**src/rtl/fetch_controller.sv**
```systemverilog
// ----------------------------------------------------------------------------
// fetch_controller
//
// Owns the program counter and sequences a synchronous instruction memory
// with a fixed 1-cycle read latency. Returned words are paired with the PC
// they were fetched from and buffered in a small FIFO that feeds decode.
// Redirects from execute reload the PC and discard everything in flight.
//
// Optional feature macro: FETCH_MISALIGN_TRAP_EN
//   defined   : a redirect to a non-word-aligned target sets the sticky
//               misalign_err flag and parks the FSM in HALT until rst.
//   undefined : misalign_err is tied 0 and the target's low bits are cleared.
//
// Ports
//   clk, rst         clock, asynchronous active-high reset
//   fetch_en         level; 1 = fetching permitted
//   imem_addr        byte address to instruction memory (= pc_q)
//   imem_rdata       memory read data, valid one cycle after imem_addr
//   redirect_valid   single-cycle pulse: load redirect_pc and flush
//   redirect_pc      redirect target byte address
//   out_valid        FIFO head valid
//   out_ready        decode accepts the head this cycle
//   out_instr        FIFO head instruction
//   out_pc           FIFO head PC
//   misalign_err     sticky misaligned-redirect flag
//   state_dbg        FSM state (0 = IDLE, 1 = RUN, 2 = HALT)
//
// Handshake: a head entry transfers on a rising edge where out_valid and
// out_ready are both 1; while out_valid=1 and out_ready=0 the head fields are
// held stable. out_valid never depends combinationally on out_ready.
// ----------------------------------------------------------------------------
module fetch_controller #(
    parameter logic [31:0] RESET_PC   = 32'h0000_0000,
    parameter int          FIFO_DEPTH = 2
) (
    input  logic        clk,
    input  logic        rst,
    input  logic        fetch_en,
    output logic [31:0] imem_addr,
    input  logic [31:0] imem_rdata,
    input  logic        redirect_valid,
    input  logic [31:0] redirect_pc,
    output logic        out_valid,
    input  logic        out_ready,
    output logic [31:0] out_instr,
    output logic [31:0] out_pc,
    output logic        misalign_err,
    output logic [1:0]  state_dbg
);

    localparam int CW = $clog2(FIFO_DEPTH + 1);
    localparam int OW = CW + 1;

    typedef enum logic [1:0] {
        S_IDLE = 2'd0,
        S_RUN  = 2'd1,
        S_HALT = 2'd2
    } state_t;

    state_t          state_q;
    logic [31:0]     pc_q;
    logic [31:0]     inflight_pc_q;
    logic            inflight_q;
    logic [CW-1:0]   count_q;
    logic            valid_q;
    logic [31:0]     fifo_pc    [FIFO_DEPTH];
    logic [31:0]     fifo_instr [FIFO_DEPTH];

    logic            pop;
    logic            push;
    logic            issue;
    logic            trap;
    logic [OW-1:0]   occupancy;
    logic [CW-1:0]   count_d;
    logic [CW-1:0]   write_idx;
    logic [31:0]     redirect_target;

    assign pop  = valid_q && out_ready;
    assign push = inflight_q && !redirect_valid;

    // Entries held or already promised (in flight) after this cycle's pop;
    // issuing only below depth guarantees the FIFO can never overflow.
    assign occupancy = {1'b0, count_q} + OW'(inflight_q) - OW'(pop);
    assign issue     = (state_q == S_RUN) && !redirect_valid && (occupancy < OW'(FIFO_DEPTH));

    // With a simultaneous pop the entries shift down first, so the tail slot
    // is one lower. pop implies count_q >= 1, so this cannot underflow.
    assign write_idx = count_q - CW'(pop);

`ifdef FETCH_MISALIGN_TRAP_EN
    logic misalign_q;
    assign trap         = redirect_valid && (redirect_pc[1:0] != 2'b00);
    assign misalign_err = misalign_q;
    // The unaligned target is kept as-is so it is visible on imem_addr.
    assign redirect_target = trap ? redirect_pc : {redirect_pc[31:2], 2'b00};
`else
    assign trap            = 1'b0;
    assign misalign_err    = 1'b0;
    assign redirect_target = {redirect_pc[31:2], 2'b00};
`endif

    always_comb begin
        count_d = count_q;
        if (redirect_valid) begin
            count_d = '0;
        end else begin
            count_d = count_q + CW'(push) - CW'(pop);
        end
    end

    always_ff @(posedge clk or posedge rst) begin
        if (rst) begin
            state_q       <= S_IDLE;
            pc_q          <= RESET_PC;
            inflight_q    <= 1'b0;
            inflight_pc_q <= '0;
            count_q       <= '0;
            valid_q       <= 1'b0;
            for (int i = 0; i < FIFO_DEPTH; i++) begin
                fifo_pc[i]    <= '0;
                fifo_instr[i] <= '0;
            end
        end else begin
            case (state_q)
                S_IDLE:  if (fetch_en)  state_q <= S_RUN;
                S_RUN:   if (!fetch_en) state_q <= S_IDLE;
                S_HALT:  state_q <= S_HALT;
                default: state_q <= S_IDLE;
            endcase
            if (trap) begin
                state_q <= S_HALT;
            end

            count_q <= count_d;
            valid_q <= (count_d != '0);

            if (redirect_valid) begin
                // Any in-flight response and this cycle's rdata are dropped.
                pc_q       <= redirect_target;
                inflight_q <= 1'b0;
            end else begin
                if (issue) begin
                    pc_q          <= pc_q + 32'd4;
                    inflight_q    <= 1'b1;
                    inflight_pc_q <= pc_q;
                end else begin
                    inflight_q    <= 1'b0;
                end
                if (pop) begin
                    for (int i = 0; i < FIFO_DEPTH - 1; i++) begin
                        fifo_pc[i]    <= fifo_pc[i + 1];
                        fifo_instr[i] <= fifo_instr[i + 1];
                    end
                end
                for (int i = 0; i < FIFO_DEPTH; i++) begin
                    if (push && (write_idx == CW'(i))) begin
                        fifo_pc[i]    <= inflight_pc_q;
                        fifo_instr[i] <= imem_rdata;
                    end
                end
            end
        end
    end

`ifdef FETCH_MISALIGN_TRAP_EN
    always_ff @(posedge clk or posedge rst) begin
        if (rst) begin
            misalign_q <= 1'b0;
        end else if (trap) begin
            misalign_q <= 1'b1;
        end
    end
`endif

    assign imem_addr = pc_q;
    assign out_valid = valid_q;
    assign out_pc    = fifo_pc[0];
    assign out_instr = fifo_instr[0];
    assign state_dbg = state_q;

endmodule

```
**config.mk**
```make
export PLATFORM = sky130hd
export DESIGN_NAME = fetch_controller
export DESIGN_NICKNAME = d
export VERILOG_FILES = /design/src/rtl/fetch_controller.sv
export SDC_FILE = /design/constraint.sdc
export NUM_CORES = 1
export LEC_CHECK = 0
export CAP_MARGIN = 5
export CORE_MARGIN = 2
export CORE_UTILIZATION = 50
export DETAILED_ROUTE_END_ITERATION = 6
export PLACE_DENSITY = 0.77
export SLEW_MARGIN = 20
export SYNTH_ARGS = -nofsm -noshare
export SYNTH_HDL_FRONTEND = slang
export SYNTH_SLANG_ARGS = --single-unit
export TNS_END_PERCENT = 10
```
**constraint.sdc**
```tcl
create_clock -name clk -period 12.16 [get_ports clk]
set_input_delay 3.648 -clock clk [delete_from_list [all_inputs] [get_ports clk]]
set_output_delay 3.648 -clock clk [all_outputs]
set_load 0.1 [all_outputs]
```
After elaboration in Yosys (flattened, before gate mapping)
Index checks and enable logic that the tools add are counted.
Storage, ports and cells
  flip-flop bits (word level): 198
  output and inout port bits: 100
Cells by class
  eq/ne operators: 5
  bitwise gates (word level): 1
  add/subtract/negate cells: 6
  reduce and logical (&&, ||, !) cells: 16
  mux-type cells: 12
  magnitude comparators: 1
Operators by type and width (count)
  two-way mux 32 bit: 6
  adder 32 x 3 -> 32 bit, second input constant: 1
  AND reduction 2 bit: 4
  logical AND 1 bit: 6
  two-way mux 2 bit: 3
  case mux 2 bit (3 select lines): 1
  nonzero test 2 bit: 3
  == test 2 x 1 -> 1 bit, second input constant: 2
  logical NOT 2 bit: 2
  inequality test 2 bit, second input constant: 2
  subtractor 2 x 1 -> 2 bit: 2
  adder 2 x 1 -> 3 bit: 1
  less-than comparator 3 x 2 -> 1 bit, second input constant: 1
  subtractor 3 x 1 -> 3 bit: 1
  adder 2 x 1 -> 2 bit: 1
  == test 2 bit, second input constant: 1
  two-way mux 1 bit: 2
  logical NOT 1 bit: 1
  NOT 1 bit: 1

Logic depth before layout (Yosys ltp)
Gate-level depths: netlist of the first run.
  depth in word-level cells: 6
  depth in mapped cells: 13
  gate-level depth less buffers: 10

Least setup slack after synthesis of the first run
OpenSTA, ideal clock, no wires.
  path kind: input to register
  from: input port out_ready
  to: register pc_q[30], in the netlist imem_addr[30]
  required time: 12.035 ns
  arrival: 6.084 ns
  slack: 5.951 ns
  cell stages on the path: 12
  buffers on the path: 2
  cell sequence: and2_1 clkbuf_1 xnor2_1 nand2_1 fa_1 nand2_1 or4_1 buf_2 clkinv_2 nand2_1 nor4_1 mux2_2
Between the ends
  longest elaborated chain between the ends: 5
RTL lines
  start, declared: RTL line 44  | input logic out_ready,
  logical AND 1 bit: RTL line 78  | assign pop = valid_q && out_ready;
  subtractor 3 x 1 -> 3 bit: RTL line 83  | assign occupancy = {1'b0, count_q} + OW'(inflight_q) - OW'(pop);
  less-than comparator 3 x 2 -> 1 bit: RTL line 84  | assign issue = (state_q == S_RUN) && !redirect_valid && (occupancy < OW'(FIFO_DEPTH));
  logical AND 1 bit: RTL line 84
  nonzero test 2 bit (no line)
  end signal, assigned: RTL line 139  | pc_q <= redirect_target;
  end signal, assigned: RTL line 143  | pc_q <= pc_q + 32'd4;
  end, declared: RTL line 61  | logic [31:0] pc_q;
No other way between the ends.
A chain may end at the register's enable or synchronous reset.

Worst setup path after layout of the first run
Ends and elaborated chain as after synthesis.

==> run metrics, run 1 <==
global route overflow 0; vertical extent of the die 138 µm; Achievable Freq 140 MHz; cell count after synthesis 848; proportion of synthesized chip area in sequential cells 53.1%; part of the cycle the worst path needs 58.6%; clk slew on worst S/H paths 0.07 ns; clock sink count 190; ratio of cells with drive above 1 in the final layout 12.4%; post-synthesis cell type with the largest combined area dfrtp_1; post-DR vias/cell 5.40; buffer type at the clock tree root clkbuf_16; post-synth top area share 53.1%; length of the first detailed-routing pass in iterations 5; Post-CTS Setup Bufs 0; most frequent cell after synthesis dfrtp_1; Total Die Area 19,000 µm²; Worst R2R Setup Slack 8.25 ns; largest clock skew in the final design 0.00796 ns; final-layout setup total negative slack 0 ns; count of input and output buffers 161; Resized Gates After CTS 0; WS Path Type in -> reg; detailed route wirelength on metal3 1.50 mm; clk_lat worst skew 0.42 ns; hold violation count in the final report 0; effective utilization at floorplan 51.4%; highest-delay cell along the critical path or4_2; cell occurring most often along the worst timing path nand2_1; Max transition margin 28.8%; synth cell count leaders dfrtp_1, nand2_1, buf_4; primary flip-flop cell chosen by synthesis mapping dfrtp_1; worst slew pin tran 1.06 ns; area fraction in compound gates after synthesis 8.00%; portion of netlist area occupied by mux cells 15.3%; via count of the first global-routing pass 6,036; wire length on met2 8.55 mm; Critical Path End Type flop; wire length of the first global-routing pass 31.0 mm; routed wire length 19.1 mm; top-level port count 169; worst reg-to-reg path cell count 10; deepest level of the CTS H-tree 4; number of synthesized flops with an enable pin 0; number of distinct library cells after synthesis 48; CTS tree yes; proportion of synthesized flip-flops having asynchronous set or reset 100%; required time at the endpoint of the critical path 12.47 ns; Finished Core Util 61.9%; area of the core 17,400 µm²; final setup violating endpoints 0; number of nets with antenna violations after routing 0; combined global-route utilization of all metal layers 21.0%; simple-gate share of the synthesized area 13.4%; cell-by-cell trace of the critical path clkdlybuf4s50_1 > and2_1 > xnor2_1 > nand2_1 > fa_1 > nand2_1 > or4_2 > clkinv_2 > nand2_1 > nor4_1 > mux2_2; Worst Hold Path Cells 1; combined area of all synthesized cells 8950 µm²; gpl congestion 0.849; first element of the critical path out_ready; type of origin of the critical path primary input; wire length per cell 16.4 µm; num rows 48; dominant cells by area after synthesis dfrtp_1, mux2_2, mux2i_1, buf_4, nand2_1; Data arrival, critical path 7.44 ns; final number of max-transition violations 0; final routed DRC violation total 0; worst-case clock buffer depth 2; crit path max fanout 50; final design instance area without fill 10,800 µm²; Iter 0 DRT Violations 424; Post-Syn Area per Cell 10.6 µm²; Yosys warning count 0; delay of the slowest cell on the worst path 0.64 ns; count of nets after finishing 999; Die Wd 138 µm; Layout area overhead 20.5%; run status finished, final reports clean; startpoint of the most critical register-to-register path out_valid$_DFF_PP0_; via count of the routed design 6,282; DPL Wire Length 12.3 mm; path class of the lowest-slack min-delay path reg -> reg; number of antenna violations at the first check in global routing 0; antenna cell count 0; Post-CTS Hold Fix Bufs 0; XOR/XNOR Fraction of Synth Area 0.587%; maximum number of pins on one net before global-route repair 113; worst setup path endpoint imem_addr[30]$_DFFE_PP0P_; max cap viols 0; main combinational cell family by area after synthesis multiplexers; Synth Area in Adders 0.783%; highest metal used met4; number of buffers inserted during clock tree synthesis 17; final period demand of the worst path 7.13 ns; endpoint of the most critical register-to-register path imem_addr[30]$_DFFE_PP0P_; area post-placement 10,200 µm²; unrepaired setup endpoints after global routing false; length of routed wiring on met1 8.77 mm; post-synthesis sequential element count 190
## worst min path at each step
| stage | startpoint | to | slack, ns |
|---|---|---|---|
| after floorplan | inflight_pc_q[17]$_DFFE_PP0P_ | inflight_pc_q[17]$_DFFE_PP0P_ | 0.46 |
| after global placement | state_dbg[0]$_DFFE_PP0P_ | state_dbg[1]$_DFFE_PP0P_ | 0.45 |
| after detailed placement | state_dbg[0]$_DFFE_PP0P_ | state_dbg[1]$_DFFE_PP0P_ | 0.46 |
| after CTS | state_dbg[0]$_DFFE_PP0P_ | state_dbg[1]$_DFFE_PP0P_ | 0.47 |
| after global routing | state_dbg[0]$_DFFE_PP0P_ | state_dbg[1]$_DFFE_PP0P_ | 0.50 |
| final | state_dbg[0]$_DFFE_PP0P_ | state_dbg[1]$_DFFE_PP0P_ | 0.47 |
## routing by layer
metal  track usage, %  vias up
met2             31.5      233
li1                 -     3001
met1             30.2     3016
met3             5.41       32
met5                0        -
met4             6.01        0
## final cells by class
type | count | area, µm²
Fill cell | 1452 | 6630
Sequential cell | 190 | 4750
Multi-Input combinational cell | 537 | 3450
Timing Repair Buffer | 168 | 1660
Clock buffer | 18 | 439
Tap cell | 225 | 282
Clock inverter | 14 | 148
Inverter | 11 | 50.0
## worst max-delay path: cells and delay by family
kind	cells	cell delay (ns)
XOR/XNOR	1	0.37
adder cells (fa/ha/maj)	1	0.50
buffers and inverters	2	0.89
multiplexers	1	0.37
AND/OR/NAND/NOR	6	1.63
## flip-flops by register name, indices dropped and copies added (netlist names)
name	flops
inflight_pc_q	30
out_instr	32
fifo_pc	30
count_q	2
inflight_q	1
fifo_instr	32
imem_addr	30
out_pc	30
out_valid	1
state_dbg	2
## cell usage in the layout, fill, tap and decap left out, types with 4 or more instances in the layout
cell,instances
ha_1,4
inv_6,4
nor2_1,72
nand4_1,12
inv_8,4
nand3_1,16
nor2b_1,6
mux2i_1,66
clkbuf_16,17
a21oi_1,67
nand2b_1,4
a221o_1,6
dfrtp_1,190
conb_1,5
and3_1,5
inv_1,9
buf_4,7
mux2_2,63
xnor2_1,4
o311ai_0,6
nor3_1,4
clkdlybuf4s50_1,161
o21ai_0,22
and2_1,5
nand2_1,127
o211ai_1,5
## through the flow
| step | hold slack, ns | setup slack [ns] | cells |
|---|---|---|---|
| 3_5_place_dp | 0.456 | 4.60 | 1131 |
| 6_report | 0.471 | 5.03 | 1163 |
| 2_1_floorplan | 0.464 | 3.34 | 852 |
| 3_3_place_gp | 0.452 | 4.61 | 1131 |
| 5_1_grt | 0.501 | 4.81 | 1163 |
| 4_1_cts | 0.470 | 5.02 | 1163 |
## cells by family (layout without fill, tap and decap cells)
family                     Yosys count  count (layout)
AOI/OAI and AO/OA                  121             121
xor gates and xnor gates             6               6
DFF                                190             190
buffers and inverters              125             211
other                                1               5
muxes                              129             129
adders and majority gates            5               5
and+or+nand+nor                    271             271
Power of run 1 is not shown: default switching activity piles up to over one toggle a cycle in this logic, so the estimate is an artifact.
==> inputs of run 2 (changes only) <==
Clock period 12.16 ns to 6.8 ns, I/O delays scaled along.
==> run 2 against run 1 <==
Compared with the run above: sequential share of layout area decreased by 0.16 points; critical endpoint is now imem_addr[19]$_DFFE_PP0P_; core utilization increased by 0.22 points; highest routed layer unchanged; clock skew up 0.0035 ns; critical path type unchanged; critical path depth grew 1; via count increased by 1.1%; clock-buffer cell count down 1.
==> run metrics, run 2 (synthesis gave the netlist of run 1 again) <==
via count of the first global-routing pass 6,188 (+2.5%); required time at the endpoint of the critical path 7.12 ns (-5.35 ns); wire length per cell 16.5 µm (+0.60%); Post-CTS Hold Fix Bufs 0 (unchanged); Worst Setup Slack post-DPL 1.05 ns (-3.56 ns); final routed DRC violation total 0 (unchanged); final period demand of the worst path 5.32 ns; gpl congestion 0.855 (+0.74%); number of buffers inserted during clock tree synthesis 17 (unchanged); clk_lat worst skew 0.43 ns (about the same); path class of the lowest-slack min-delay path reg -> reg; routed wire length 19.3 mm (+0.86%); Die Wd 138 µm (unchanged); final number of max-transition violations 0 (unchanged); worst-case clock buffer depth 2 (unchanged); count of input and output buffers 161 (unchanged); global route overflow 0 (unchanged); Iter 0 DRT Violations 384 (-9.4%); combined global-route utilization of all metal layers 21.2% (+0.21 points); effective utilization at floorplan 51.4% (unchanged); family with the most delay on the worst path simple AND/OR/NAND/NOR gates; hold violation count in the final report 0 (unchanged); Data arrival, critical path 5.64 ns (-1.80 ns); startpoint of the most critical register-to-register path out_valid$_DFF_PP0_; Post-CTS Setup Bufs 0 (unchanged); highest-delay cell along the critical path or4_2; maximum number of pins on one net before global-route repair 129 (+14%); final-layout setup total negative slack 0 ns (unchanged); post-DR vias/cell 5.45 (+0.87%); most common cell after layout, fill and taps aside dfrtp_1; area of the core 17,400 µm² (unchanged); most used cells in the layout excluding fill and tap cells dfrtp_1, clkdlybuf4s50_1, nand2_1; wire length of the first global-routing pass 31.2 mm (+0.83%); Achievable Freq 188 MHz; vertical extent of the die 138 µm (unchanged); part of the cycle the worst path needs 78.2%; number of nets with antenna violations after routing 0 (unchanged); worst slew pin tran 1.04 ns (-0.0279 ns); top-level port count 169 (unchanged); run status finished, final reports clean; CTS tree yes; delay of the slowest cell on the worst path 0.64 ns (about the same); Total Die Area 19,000 µm² (unchanged); buffer type at the clock tree root clkbuf_16; cell occurring most often along the worst timing path nand2_1; antenna cell count 0 (unchanged); Critical Path End Type flop; first element of the critical path out_ready; WS Path Type in -> reg; max cap viols 0 (unchanged); num rows 48 (unchanged); length of the first detailed-routing pass in iterations 5 (unchanged); final setup violating endpoints 0 (unchanged); ratio of cells with drive above 1 in the final layout 12.6% (+0.28 points); clock sink count 190 (unchanged); Max transition margin 30.7% (+1.9 points); number of antenna violations at the first check in global routing 0 (unchanged); largest clock skew in the final design 0.0115 ns (+0.00355 ns); count of nets after finishing 1,002 (+0.30%); slack of the critical path 1.48 ns (-3.55 ns); Resized Gates After CTS 0 (unchanged); count of buffer and inverter cells on the critical path 3 (+1); via count of the routed design 6,353 (+1.1%); crit path max fanout 32 (-36%); clk slew on worst S/H paths 0.08 ns (about the same); unrepaired setup endpoints after global routing false; worst min-delay path startpoint state_dbg[0]$_DFFE_PP0P_; deepest level of the CTS H-tree 4 (unchanged); cell-by-cell trace of the critical path clkdlybuf4s50_1 > and2_1 > xnor2_1 > nand2_1 > fa_1 > nand2_1 > or4_2 > clkinv_2 > nor2_1 > buf_4 > a21o_1 > a221o_1; DPL Wire Length 12.6 mm (+2.5%); Layout area overhead 20.9%; type of origin of the critical path primary input
[run 2: changes by cell type in the layout (fill, tap and decap cells not counted), sizes merged]
cell / change
clkinvlp: -1
inv: +1
buf: +3
clkbuf: -1
clkinv: +1
[run 2: cell type report]
cell class	instances	area, µm²
Clock buffer	17	425
Tap cell	225	282
Sequential cell	190	4750
Timing Repair Buffer	171	1720
Fill cell	1455	6590
Inverter	11	46.3
Multi-Input combinational cell	537	3440
Clock inverter	15	149
[run 2: per-layer routing]
| layer | up-vias | part of all wire, % | track usage [%] |
|---|---|---|---|
| li1 | 3028 | - | - |
| met3 | 21 | 7.9 | 5.04 |
| met1 | 3064 | 46 | 29.4 |
| met5 | - | 0 | 0 |
| met2 | 240 | 45 | 33.3 |
| met4 | 0 | 1.2 | 6.12 |
[run 2: path summary, 6_finish.rpt]
| check | end | slack, ns | depth (start not counted) |
|---|---|---|---|
| setup / recovery | imem_addr[19]$_DFFE_PP0P_ | 1.48 | 12 |
| hold / removal | state_dbg[1]$_DFFE_PP0P_ | 0.46 | 1 |
| setup reg to reg | imem_addr[19]$_DFFE_PP0P_ | 3.09 | 11 |
| hold reg to reg | state_dbg[1]$_DFFE_PP0P_ | 0.46 | 1 |
| max in group asynchronous | imem_addr[15]$_DFFE_PP0P_ | 3.78 | 3 |
| min in group asynchronous | out_instr[3]$_DFFE_PP0P_ | 2.00 | 2 |
[run 2: metrics by stage]
stage / area (µm²) / cells / hold WS [ns] / utilization [%]
after floorplan: 8970 / 852 / 0.464 / -
after global placement: 10200 / 1134 / 0.452 / 58.8
after detailed placement: 10200 / 1134 / 0.461 / 58.8
after CTS: 10800 / 1166 / 0.473 / 62.1
after global routing: 10800 / 1166 / 0.491 / 62.1
final: 10800 / 1166 / 0.464 / 62.1
Power of run 2 is left out for the same reason.
